--- src/rtl/jump_decode_stage.sv ---
// Registered decode stage: tags each accepted instruction with its PC and a jump flag,
// computes the PC-relative target, redirects the PC and squashes wrong-path instructions.
module jump_decode_stage #(
  parameter int unsigned    IW      = 8,
  parameter int unsigned    OPW     = 2,
  parameter logic [OPW-1:0] JUMP_OP = 2'b11,
  parameter int unsigned    AW      = 8,
  parameter int unsigned    FLUSH   = 1,
  parameter int unsigned    CNTW    = 8
) (
  input  logic            clk,
  input  logic            rst_n,
  input  logic            in_valid,
  output logic            in_ready,
  input  logic [IW-1:0]   in_instr,
  output logic            out_valid,
  input  logic            out_ready,
  output logic [IW-1:0]   out_instr,
  output logic [AW-1:0]   out_pc,
  output logic            out_jump,
  output logic [AW-1:0]   out_target,
  output logic [CNTW-1:0] jump_count,
  output logic            squashing
);

  localparam int unsigned OW = IW - OPW;

  logic [AW-1:0]   pc_q, pc_d;
  logic [1:0]      squash_q, squash_d;
  logic            valid_q, valid_d;
  logic [IW-1:0]   instr_q, instr_d;
  logic [AW-1:0]   opc_q, opc_d;
  logic            jump_q, jump_d;
  logic [AW-1:0]   target_q, target_d;
  logic [CNTW-1:0] cnt_q, cnt_d;

  logic          accept;
  logic          is_jump;
  logic [OW-1:0] off_raw;
  logic [AW-1:0] off_ext;
  logic [AW-1:0] target;

  assign in_ready = !valid_q || out_ready;
  assign accept   = in_valid && in_ready;

  assign is_jump = (in_instr[IW-1 -: OPW] == JUMP_OP);
  assign off_raw = in_instr[OW-1:0];
  // Signed size cast sign-extends when AW > OW and truncates otherwise.
  assign off_ext = AW'($signed(off_raw));
  assign target  = pc_q + AW'(1) + off_ext;

  always_comb begin
    pc_d     = pc_q;
    squash_d = squash_q;
    valid_d  = valid_q;
    instr_d  = instr_q;
    opc_d    = opc_q;
    jump_d   = jump_q;
    target_d = target_q;
    cnt_d    = cnt_q;

    if (valid_q && out_ready) begin
      valid_d = 1'b0;
    end

    if (accept) begin
      if (squash_q == 2'd0) begin
        valid_d  = 1'b1;
        instr_d  = in_instr;
        opc_d    = pc_q;
        jump_d   = is_jump;
        target_d = is_jump ? target : '0;
        if (is_jump) begin
          pc_d     = target;
          squash_d = 2'(FLUSH);
          if (cnt_q != {CNTW{1'b1}}) begin
            cnt_d = cnt_q + CNTW'(1);
          end
        end else begin
          pc_d = pc_q + AW'(1);
        end
      end else begin
        // Wrong-path slot: consume and drop, jump opcodes included.
        squash_d = squash_q - 2'd1;
      end
    end
  end

  always_ff @(posedge clk or negedge rst_n) begin
    if (!rst_n) begin
      pc_q     <= '0;
      squash_q <= '0;
      valid_q  <= 1'b0;
      instr_q  <= '0;
      opc_q    <= '0;
      jump_q   <= 1'b0;
      target_q <= '0;
      cnt_q    <= '0;
    end else begin
      pc_q     <= pc_d;
      squash_q <= squash_d;
      valid_q  <= valid_d;
      instr_q  <= instr_d;
      opc_q    <= opc_d;
      jump_q   <= jump_d;
      target_q <= target_d;
      cnt_q    <= cnt_d;
    end
  end

  assign out_valid  = valid_q;
  assign out_instr  = instr_q;
  assign out_pc     = opc_q;
  assign out_jump   = jump_q;
  assign out_target = target_q;
  assign jump_count = cnt_q;
  assign squashing  = (squash_q != 2'd0);

endmodule

--- config.mk ---
export PLATFORM = sky130hd
export DESIGN_NAME = jump_decode_stage
export DESIGN_NICKNAME = d
export VERILOG_FILES = /design/src/rtl/jump_decode_stage.sv
export SDC_FILE = /design/constraint.sdc
export NUM_CORES = 1
export LEC_CHECK = 0
export BUFFER_PORTS_ARGS = -buffer_cell sky130_fd_sc_hd__clkbuf_2
export CAP_MARGIN = 30
export CORE_MARGIN = 5
export CORE_UTILIZATION = 52
export CTS_BUF_LIST = sky130_fd_sc_hd__clkbuf_2
export DETAILED_ROUTE_END_ITERATION = 16
export PLACE_DENSITY = 0.76
export RECOVER_POWER = 100
export SLEW_MARGIN = 20
export SYNTH_ARGS = -nofsm -noshare
export SYNTH_HDL_FRONTEND = slang
export SYNTH_SLANG_ARGS = --single-unit
export TNS_END_PERCENT = 30
--- constraint.sdc ---
create_clock -name clk -period 3.02 [get_ports clk]
set_input_delay 0.604 -clock clk [delete_from_list [all_inputs] [get_ports clk]]
set_output_delay 0.604 -clock clk [all_outputs]
set_load 0.005 [all_outputs]
* Yosys cells after proc, flatten, opt, wreduce, memory -nomap -nowiden
Index checks and enable logic that the tools add are counted.
Widths: inputs -> output; s select.
** Storage, ports and cells
- Memory bits (writable) :: 0
- Flip-flop bits (word level) :: 44
- Memories kept :: 0
- Bits in latches :: 0
- Word-level logic and storage cells :: 31
- Input bits :: 12
- Memory bits (read-only) :: 0
** Cells by class
- Eq/ne operators :: 3
- Multiply operators :: 0
- $lt $le $gt $ge :: 0
- Shift operators :: 0
- Multiplexer cells :: 7
- Reductions and logical operators :: 9
- Bitwise gates (word level) :: 0
- Add/subtract/negate cells :: 4
- Div/mod/pow operators :: 0
** Operators by type and width (count)
- $add 8x1->8 const B :: 2
- $mux 8 :: 2
- $add 8x8->8 :: 1
- $ne 8x8->1 const B :: 1
- $mux 2 :: 2
- $reduce_and 2->1 :: 2
- $reduce_and 4->1 :: 1
- $mux 1 :: 3
- $eq 2x2->1 const B :: 1
- $logic_and 1x1->1 :: 2
- $logic_not 2->1 :: 1
- $ne 2x2->1 const B :: 1
- $reduce_bool 2->1 :: 1
- $sub 2x1->2 const B :: 1
- $logic_not 1->1 :: 1
- $logic_or 1x1->1 :: 1

* Longest topological paths before layout
Gate-level depths: netlist (run 1).
- Depth in word-level cells :: 4
- Mapped depth :: 12
- Gate-level depth less buffers :: 10

* Worst setup path after synthesis (run 1)
Ideal clock, no wire load.
- Path type :: flip-flop to flip-flop
- From :: register pc_q[3]
- To :: register pc_q[7]
- Clock period less this slack :: 2.598 ns
- Library setup time :: 0.071 ns
- Buffers on the path :: 2
- Data required time :: 2.949 ns
- Arrival time :: 2.528 ns
- Cell stages (with the launch flop) :: 12
- Slack :: 0.422 ns
- Path through :: dfrtp_1 -> clkbuf_1 -> and3_1 -> nand3_1 -> xnor2_1 -> ha_1 -> buf_4 -> a21oi_1 -> mux2i_1 -> nand4_2 -> or4_1 -> nand4_1
** Between the ends
- Longest elaborated chain between the ends :: 3
** Ends and longest elaborated chain
- start, declared :: RTL line 28 : logic [AW-1:0] pc_q, pc_d;
- start signal, assigned :: RTL line 100 : pc_q <= pc_d;
- $add 8x1->8 * :: RTL line 50, 80
- $add 8x8->8 :: RTL line 50 : assign target = pc_q + AW'(1) + off_ext;
- $mux 8 * :: RTL line 73 : if (is_jump) begin
Every way passes the cells marked *; elsewhere a longest branch is shown, timed or not.
A chain may end at the register's enable or synchronous reset.

* Worst setup path in the final report (run 1)
Ends and elaborated chain as after synthesis.

==> impl_metrics.py, run 1 <==
metrics = {
    "detailed_routing": {
        "finalWirelength_mm": 5.141,
        "wl_per_cell_um": 14.73,
        "via_per_inst": 5.470,
        "num_vias": 1909,
        "dr.pass1.iters": 4,
        "drc": 0,
        "final_antenna_net_count": 0,
        "drt_iter0_drc": 168,
    },
    "logic_synthesis": {
        "ys_async_sr_fraction_pct": 100.0,
        "synthFlopType": "dfrtp_1",
        "syn_nets": 274,
        "syn-mean-instance-area_um2": 9.377,
        "synth-seq-cells": 44,
        "synthTopCellsByCount": "62 x nand2_1, 44 x dfrtp_1, 17 x o21ai_0, 14 x xnor2_1, 11 x nand3_1",
        "yosysSeqAreaShare_pct": 46.78,
        "synth-edff-count": 0,
        "synthTopCellsByArea": "dfrtp_1 47%, nand2_1 9.9%, ha_1 5.3%, xnor2_1 5.2%, o21ai_0 3.6%",
        "ys_warn_count": 0,
        "yosysUniqueCellTypes": 46,
        "synthesis.instances": 251,
        "yosysMostFrequentCell": "nand2_1",
        "netlist_area_um2": 2354,
        "yosys.area.top_type": "dfrtp_1",
        "synth_top_area_share_pct": 46.78,
    },
    "power_and_ir_drop": {
        "power_density_nw_per_um2": 900.0,
        "peakVddDrop_mv": 0.4859,
        "p_leak_nw": 1.300,
    },
    "setup_path": {
        "worstSetupStartpoint": "pc_q[3]",
        "arrival_ns": 3.11,
        "cp_max_fo": 9,
        "r2r-start": "pc_q[3]",
        "r2r_end": "pc_q[7]",
        "reg2reg_slack_ns": 0.28,
        "crit_end": "pc_q[7]",
        "critPathKind": "reg2reg",
        "endpoint_kind": "register",
        "worstRegToRegCells": 9,
        "start_kind": "register",
        "required_ns": 3.39,
    },
    "finish": {
        "drive_gt1_share_pct": 16.16,
        "layout.nets": 319,
        "area_growth_pct": 11.91,
        "fin_util_pct": 60.07,
        "antenna_cells": 0,
        "instances_no_fill": 349,
    },
    "cts": {
        "cts_resized": 0,
        "cts_made_buffers": 5,
        "clock-sinks": 44,
        "clk_pin_slew_worst_paths_ns": 0.22,
        "cts_setup_buffers": 0,
        "cts_tree": "built",
        "clkLatencyLatePin_ns": 0.42,
        "clockBufferDepth": 2,
        "root_buffer": "clkbuf_2",
        "hold_buffers": 0,
        "htree_levels": 2,
    },
    "grt": {
        "grt_antenna_before_repair": 0,
        "grt_overflow": 0,
        "grt_pass1_wl_mm": 8.935,
        "first_global_vias": 1852,
        "grt_max_degree": 40,
        "grtUsageTotal_pct": 18.28,
    },
    "floorplanning": {
        "die_x_um": 77.28,
        "initial_core_util_pct": 53.68,
        "fp.dieH_um": 77.28,
        "core_um2": 4384,
        "pin_count": 48,
        "row_count": 24,
        "dieArea_um2": 5971,
    },
    "sta": {
        "setup_ws_ns": 0.2831,
        "fmax_mhz": 365.4,
        "finalSetupTns_ns": 0,
        "rsz0062_at_grt": "false",
        "fin_worst_skew_ns": 0.01218,
        "drv_slew": 40,
        "finalHoldViolCount": 0,
        "setup_viol": 0,
        "min_period_ns": 2.737,
        "finalCritPeriodShare_pct": 90.63,
        "worst_slew_pin_slew_ns": 1.573,
        "relSlewSlack_pct": -4.885,
    },
    "status": {
        "status": "finished with violations",
        "violations": "capacitance limit, slew limit",
    },
    "placement": {
        "hpwl_mm": 3.764,
        "place.gp.congestion": 0.8757,
        "port_buffers": 47,
        "placedCellCount": 341,
        "dp_slack_ns": 0.2630,
    },
    "flow_run": {
        "maxCapViolCount": 1,
    },
    "worst_hold_path": {
        "hold_path_class": "in2async",
    },
}
[power breakdown]
| group | internal [mW] | switching, mW |
|---|---|---|
| registers | 0.776 | 0.161 |
| logic | 0.476 | 0.621 |
| clock network | 0.142 | 0.194 |
| total | 1.39 | 0.976 |
[flip-flops by register name, summed over array words and instances, names as in the netlist]
| register | cells |
|---|---|
| out_target | 8 |
| out_pc | 8 |
| pc_q | 8 |
| out_valid | 1 |
| squash_q | 2 |
| out_instr | 8 |
| out_jump | 1 |
| jump_count | 8 |
[per-stage QoR]
stage | power (mW) | hold slack [ns] | instance area, um2
after floorplan | 1.695 | 0.3084 | 2354
after global placement | 2.017 | 0.4544 | 2629
after detailed placement | 2.064 | 0.4602 | 2629
after CTS | 2.407 | 0.07524 | 2694
after global routing | 2.589 | 0.3261 | 2634
final | 2.370 | 0.2614 | 2634
[metal layers]
layer	vias to the layer above	share of wire [%]	track usage (%)
li1	950	-	-
met1	906	46	27.07
met2	48	47	26.60
met3	5	6.0	3.747
met4	0	1.0	6.014
met5	-	0	0
[cells by family (layout without fill, tap and decap cells)]
kind of cell / Yosys count / in the layout / share of synthesized area [%]
AND/OR/NAND/NOR: 109 / 109 / 22.33
AO/OA/AOI/OAI: 47 / 47 / 13.56
flip-flops: 44 / 44 / 46.78
buffers and inverters: 20 / 66 / 3.455
XOR/XNOR: 17 / 17 / 6.327
adder cells (fa/ha/maj): 11 / 11 / 6.167
multiplexers: 3 / 3 / 1.382
[how the worst min path moves through the flow]
stage	to	slack, ns	cells after the start
floorplan	jump_count[0]	0.31	0
global placement	out_target[2]	0.45	2
detailed placement	out_target[1]	0.46	2
CTS	out_instr[3]	0.08	1
global route	out_instr[7]	0.33	1
finish	out_instr[6]	0.26	1
[final cells by class]
cell class	instances	area [um2]
clock inverter	2	35.03
inverter	7	26.28
tap	52	65.06
fill	399	1750
sequential	44	1101
timing repair buffer	51	235.2
multi-input combinational	187	1141
clock buffer	6	30.03
[critical path, stage by stage (launching register included)]
cell and delay [ns]:
dfrtp_1 0.53, and3_1 0.22, nand3_1 0.10, xnor2_1 0.20, ha_1 0.37, a21oi_2 0.25
mux2i_1 0.25, nand4_2 0.17, or4_1 0.50, nand4_1 0.11
[layout by cell type (no fill, tap or decap), drive strengths merged, types with 2 or more instances in the layout]
cell type and instances:
ha 10, nor2 9, nand3 11, xnor2 14, nor3 8, clkbuf 55, inv 7, a21oi 8
o211ai 3, and3 5, nand2 62, mux2 2, nand4 3, o21a 2, xor2 3, buf 2
a211oi 2, dfrtp 44, a31oi 2, a21o 3, a22o 3, o21ai 17, nor2b 2
(Power assumes the default switching activity.)
==> inputs of run 2 (changes only) <==
--- a/config.mk
+++ b/config.mk
@@ -8,10 +8,10 @@
 export BUFFER_PORTS_ARGS = -buffer_cell sky130_fd_sc_hd__clkbuf_2
 export CAP_MARGIN = 30
 export CORE_MARGIN = 5
-export CORE_UTILIZATION = 52
-export CTS_BUF_LIST = sky130_fd_sc_hd__clkbuf_2
+export CORE_UTILIZATION = 51
+export CTS_BUF_LIST = sky130_fd_sc_hd__clkbuf_8
 export DETAILED_ROUTE_END_ITERATION = 16
-export PLACE_DENSITY = 0.76
+export PLACE_DENSITY = 0.78
 export RECOVER_POWER = 100
 export SLEW_MARGIN = 20
 export SYNTH_ARGS = -nofsm -noshare
==> constraint.sdc (replaced) <==
create_clock -name clk -period 2.3 [get_ports clk]
set_input_delay 0.46 -clock clk [delete_from_list [all_inputs] [get_ports clk]]
set_output_delay 0.46 -clock clk [all_outputs]
set_load 0.005 [all_outputs]
==> impl_metrics.py, run 2 (synthesis results as in run 1) <==
metrics = {
    "placement": {
        "port_buffers": 47,
        "dp_slack_ns": -0.1302,
        "place.gp.congestion": 0.8725,
        "hpwl_mm": 3.940,
    },
    "power_and_ir_drop": {
        "internal_power_mw": 2.498,
        "combPwrFrac_pct": 57.9,
        "finalPower_mw": 4.116,
        "switchingPower_mw": 1.618,
        "power_density_nw_per_um2": 1312,
        "swShare_pct": 39.31,
        "p_leak_nw": 1.505,
        "power_frac_seq_pct": 29.9,
        "peakVddDrop_mv": 0.7189,
        "clock_power_share_pct": 12.3,
    },
    "detailed_routing": {
        "final_antenna_net_count": 0,
        "drt_iter0_drc": 163,
        "num_vias": 2071,
        "drc": 0,
        "wl_per_cell_um": 16.01,
        "dr.pass1.iters": 4,
        "via_per_inst": 5.436,
        "finalWirelength_mm": 6.099,
    },
    "finish": {
        "layout.nets": 351,
        "area_growth_pct": 33.28,
        "drive_gt1_share_pct": 33.74,
        "antenna_cells": 0,
        "most-common-layout-cells": "62 x nand2_1, 41 x dfrtp_1, 34 x clkbuf_2, 29 x buf_4, 17 x clkbuf_1",
        "final_common_cell": "nand2_1",
    },
    "setup_path": {
        "endpoint_kind": "register",
        "start_kind": "register",
        "critPathKind": "reg2reg",
        "arrival_ns": 2.74,
        "reg2reg_slack_ns": -0.20,
        "required_ns": 2.53,
        "cp_max_fo": 5,
        "worstSetupStartpoint": "pc_q[1]",
        "r2r-start": "pc_q[1]",
    },
    "sta": {
        "setup_viol": 2,
        "setup_ws_ns": -0.2044,
        "finalSetupTns_ns": -0.3514,
        "min_period_ns": 2.504,
        "drv_slew": 0,
        "rsz0062_at_grt": "true",
        "finalCritPeriodShare_pct": 108.9,
        "finalHoldViolCount": 0,
        "fin_worst_skew_ns": 0.01003,
        "worst_slew_pin_slew_ns": 0.7944,
        "relSlewSlack_pct": 47.04,
        "fmax_mhz": 399.3,
    },
    "status": {
        "violations": "setup timing",
        "status": "finished with violations",
    },
    "grt": {
        "grt_antenna_before_repair": 0,
        "first_global_vias": 1938,
        "grt_max_degree": 40,
        "grtUsageTotal_pct": 18.48,
        "grt_overflow": 0,
        "grt_pass1_wl_mm": 9.239,
    },
    "floorplanning": {
        "die_x_um": 77.93,
        "row_count": 24,
        "dieArea_um2": 6073,
        "fp.dieH_um": 77.93,
        "pin_count": 48,
        "initial_core_util_pct": 53.32,
        "core_um2": 4414,
    },
    "cts": {
        "htree_levels": 2,
        "clk_pin_slew_worst_paths_ns": 0.09,
        "clockBufferDepth": 2,
        "cts_made_buffers": 5,
        "root_buffer": "clkbuf_8",
        "clkLatencyLatePin_ns": 0.29,
        "cts_tree": "built",
        "clock-sinks": 44,
    },
    "worst_hold_path": {
        "hold_path_class": "in2async",
    },
    "flow_run": {
        "maxCapViolCount": 0,
    },
}
## run 2: critical path: stages (launching register included)
cell	delay [ns]
dfrtp_2	0.43
ha_4	0.20
nand3_1	0.17
xnor2_2	0.31
ha_4	0.26
a21oi_2	0.17
o2bb2a_4	0.16
nand4_4	0.14
or4_1	0.50
nand4_1	0.09
## run 2: final cells by class
class                      instances  area (um2)
multi-input combinational        187        1363
fill                             336        1277
sequential                        44        1105
timing repair buffer              83       485.5
clock buffer                       6       82.58
tap                               52       65.06
inverter                           7       26.28
clock inverter                     2       10.01
## run 2: through the flow
stage | utilization (%) | instance area (um2) | instances | hold WS [ns]
global placement | 64.00 | 2825 | 364 | 0.3940
detailed placement | 64.00 | 2825 | 364 | 0.3983
CTS | 67.06 | 2960 | 373 | 0.07220
global route | 71.06 | 3137 | 381 | 0.2680
floorplan | - | 2391 | 251 | 0.1644
finish | 71.06 | 3137 | 381 | 0.2160
## run 2: routing by layer
layer	track usage [%]	part of all wire, %
met1	25.76	44
met2	29.63	48
met3	3.472	5.5
met4	4.899	2.4
met5	0	0
## run 2: power groups by stage
stage | combinational, mW | clock, mW | sequential, mW
2_1_floorplan | 1.06 | 0 | 1.23
3_3_place_gp | 1.78 | 0 | 1.20
3_5_place_dp | 1.82 | 0 | 1.21
4_1_cts | 1.92 | 0.508 | 1.21
5_1_grt | 2.60 | 0.550 | 1.27
6_report | 2.38 | 0.505 | 1.23
## run 2: what timing repair did
item,in CTS,in global routing
buffers inserted,1,8
pin swaps,2,16
resized for setup,7,36
cloned,0,0
setup endpoints to repair,4,5
endpoints found under the hold margin,0,0
hold buffers,0,0
## run 2: path summary, 6_finish.rpt
check | end | depth (start not counted)
setup / recovery | pc_q[7] | 9
setup reg to reg | pc_q[7] | 9
min in group clk | out_instr[7] | 3
hold / removal | out_instr[3] | 1
max in group asynchronous | pc_q[2] | 2
hold reg to reg | out_pc[3] | 2
==> inputs of run 3 (changes only) <==
--- a/config.mk
+++ b/config.mk
@@ -7,11 +7,10 @@
 export LEC_CHECK = 0
 export BUFFER_PORTS_ARGS = -buffer_cell sky130_fd_sc_hd__clkbuf_2
 export CAP_MARGIN = 30
-export CORE_MARGIN = 5
-export CORE_UTILIZATION = 51
+export CORE_UTILIZATION = 52
 export CTS_BUF_LIST = sky130_fd_sc_hd__clkbuf_8
 export DETAILED_ROUTE_END_ITERATION = 16
-export PLACE_DENSITY = 0.78
+export PLACE_DENSITY = 0.76
 export RECOVER_POWER = 100
 export SLEW_MARGIN = 20
 export SYNTH_ARGS = -nofsm -noshare
==> constraint.sdc (replaced) <==
create_clock -name clk -period 2.75 [get_ports clk]
set_input_delay 0.55 -clock clk [delete_from_list [all_inputs] [get_ports clk]]
set_output_delay 0.55 -clock clk [all_outputs]
set_load 0.005 [all_outputs]
==> impl_metrics.py, run 3 (synthesis results as in run 1) <==
metrics = {
    "setup_path": {
        "slowest_stage": "or4_1",
        "arrival_ns": 2.83,
        "worst-path-buf-inv": 0,
        "cp_max_fo": 5,
        "path_cells": "ha_2, nand3_1, xnor2_1, ha_1, a21oi_2, mux2i_1, nand4_2, or4_1, nand4_1",
        "endpoint_kind": "register",
        "required_ns": 2.98,
        "critPathKind": "reg2reg",
        "reg2reg_slack_ns": 0.15,
        "crit_family": "simple AND/OR/NAND/NOR gates",
        "start_kind": "register",
        "slowest_delay_ns": 0.50,
    },
    "detailed_routing": {
        "wl_per_cell_um": 14.01,
        "dr.pass1.iters": 6,
        "via_per_inst": 5.509,
        "final_antenna_net_count": 0,
        "drt_iter0_drc": 132,
        "finalWirelength_mm": 4.904,
        "num_vias": 1928,
        "drc": 0,
    },
    "floorplanning": {
        "fp.dieH_um": 69.28,
        "dieArea_um2": 4799,
        "row_count": 24,
        "pin_count": 48,
        "initial_core_util_pct": 54.05,
        "core_um2": 4354,
        "die_x_um": 69.28,
    },
    "power_and_ir_drop": {
        "power_density_nw_per_um2": 999.6,
        "peakVddDrop_mv": 0.5258,
        "finalPower_mw": 2.684,
        "p_leak_nw": 1.332,
    },
    "cts": {
        "clk_pin_slew_worst_paths_ns": 0.08,
        "htree_levels": 2,
        "clock-sinks": 44,
        "clkLatencyLatePin_ns": 0.30,
        "clockBufferDepth": 2,
        "root_buffer": "clkbuf_8",
        "cts_tree": "built",
        "cts_made_buffers": 5,
        "cts_setup_buffers": 0,
    },
    "grt": {
        "grtUsageMet3_pct": 4.070,
        "top_usage_layer": "met2",
        "first_global_vias": 1834,
        "grt_pass1_wl_mm": 8.569,
        "grtUsageTotal_pct": 22.07,
        "grt_max_degree": 45,
        "grt_overflow": 0,
        "grt_antenna_before_repair": 0,
        "met1_usage_pct": 31.25,
        "grtUsageMet2_pct": 34.84,
    },
    "sta": {
        "finalCritPeriodShare_pct": 94.37,
        "finalHoldViolCount": 0,
        "worst_slew_pin_slew_ns": 1.086,
        "min_period_ns": 2.595,
        "setup_ws_ns": 0.1547,
        "relSlewSlack_pct": 27.57,
        "setup_viol": 0,
        "drv_slew": 0,
        "fmax_mhz": 385.3,
        "fin_worst_skew_ns": 0.008169,
        "finalSetupTns_ns": 0,
    },
    "finish": {
        "most-common-layout-cells": "62 x nand2_1, 43 x dfrtp_1, 37 x clkbuf_2, 17 x o21ai_0, 13 x xnor2_1",
        "nFillCells": 408,
        "fin_area_um2": 2685,
        "drive_gt1_share_pct": 19.46,
        "antenna_cells": 0,
        "final_common_cell": "nand2_1",
        "area_growth_pct": 14.09,
        "layout.nets": 320,
        "fin_util_pct": 61.67,
    },
    "status": {
        "status": "completed",
    },
    "flow_run": {
        "maxCapViolCount": 0,
    },
    "placement": {
        "place_area_um2": 2636,
        "hpwl_mm": 3.416,
        "port_buffers": 47,
        "dp_slack_ns": 0.1003,
        "place.gp.congestion": 0.8691,
    },
    "worst_hold_path": {
        "hold_path_class": "in2reg",
    },
}
[run 3: changes by cell type in the layout (fill, tap and decap cells not counted), sizes merged]
cell | previous run | this run
buf | 32 | 3
clkbuf | 57 | 55
[run 3: layout make-up]
class / instances / area [um2] / share of cell area (%)
Clock buffer: 6 / 82.58 / 3.075
Clock inverter: 2 / 10.01 / 0.3728
Inverter: 7 / 26.28 / 0.9786
Multi-Input combinational cell: 187 / 1146 / 42.68
Sequential cell: 44 / 1102 / 41.05
Tap cell: 52 / 65.06 / 2.423
Timing Repair Buffer: 52 / 252.7 / 9.413
[run 3: final timing paths]
kind / from / to / cells after the start
worst max-delay path: pc_q[1] / pc_q[7] / 9
worst min-delay path: in_instr[4] / out_instr[4] / 3
worst max register to register: pc_q[1] / pc_q[7] / 9
worst min register to register: out_instr[2] / out_instr[2] / 2
max in group asynchronous: rst_n / pc_q[0] / 2
min in group asynchronous: rst_n / out_jump / 2
[run 3: what timing repair did]
action / in CTS / in global routing
setup endpoints to repair: 0 / 1
gates resized for setup: 0 / 4
hold buffers: 0 / 0
[run 3: where the power goes]
part / total (mW) / switching, mW / internal, mW / leakage, nW
sequential: 1.04 / 0.186 / 0.856 / 0.551
clock: 0.419 / 0.218 / 0.201 / 0.0510
combinational: 1.22 / 0.678 / 0.545 / 0.731
[run 3: tightest hold or removal path, stage by stage]
cell and delay, ns:
clkbuf_2 0.10, nand2_1 0.05, nand2_1 0.04
[run 3: metal layers]
metal	share of wire, %	vias to the layer above	routed length (um)
li1	-	952	-
met1	48	912	2360
met2	46	58	2266
met3	4.4	6	216
met4	1.2	0	60
met5	0	-	0
[run 3: metrics by stage]
stage,std cells,hold WS [ns]
global route,350,0.4841
floorplan,251,0.2544
CTS,350,0.3448
global placement,342,0.4553
detailed placement,342,0.4623
finish,350,0.4708
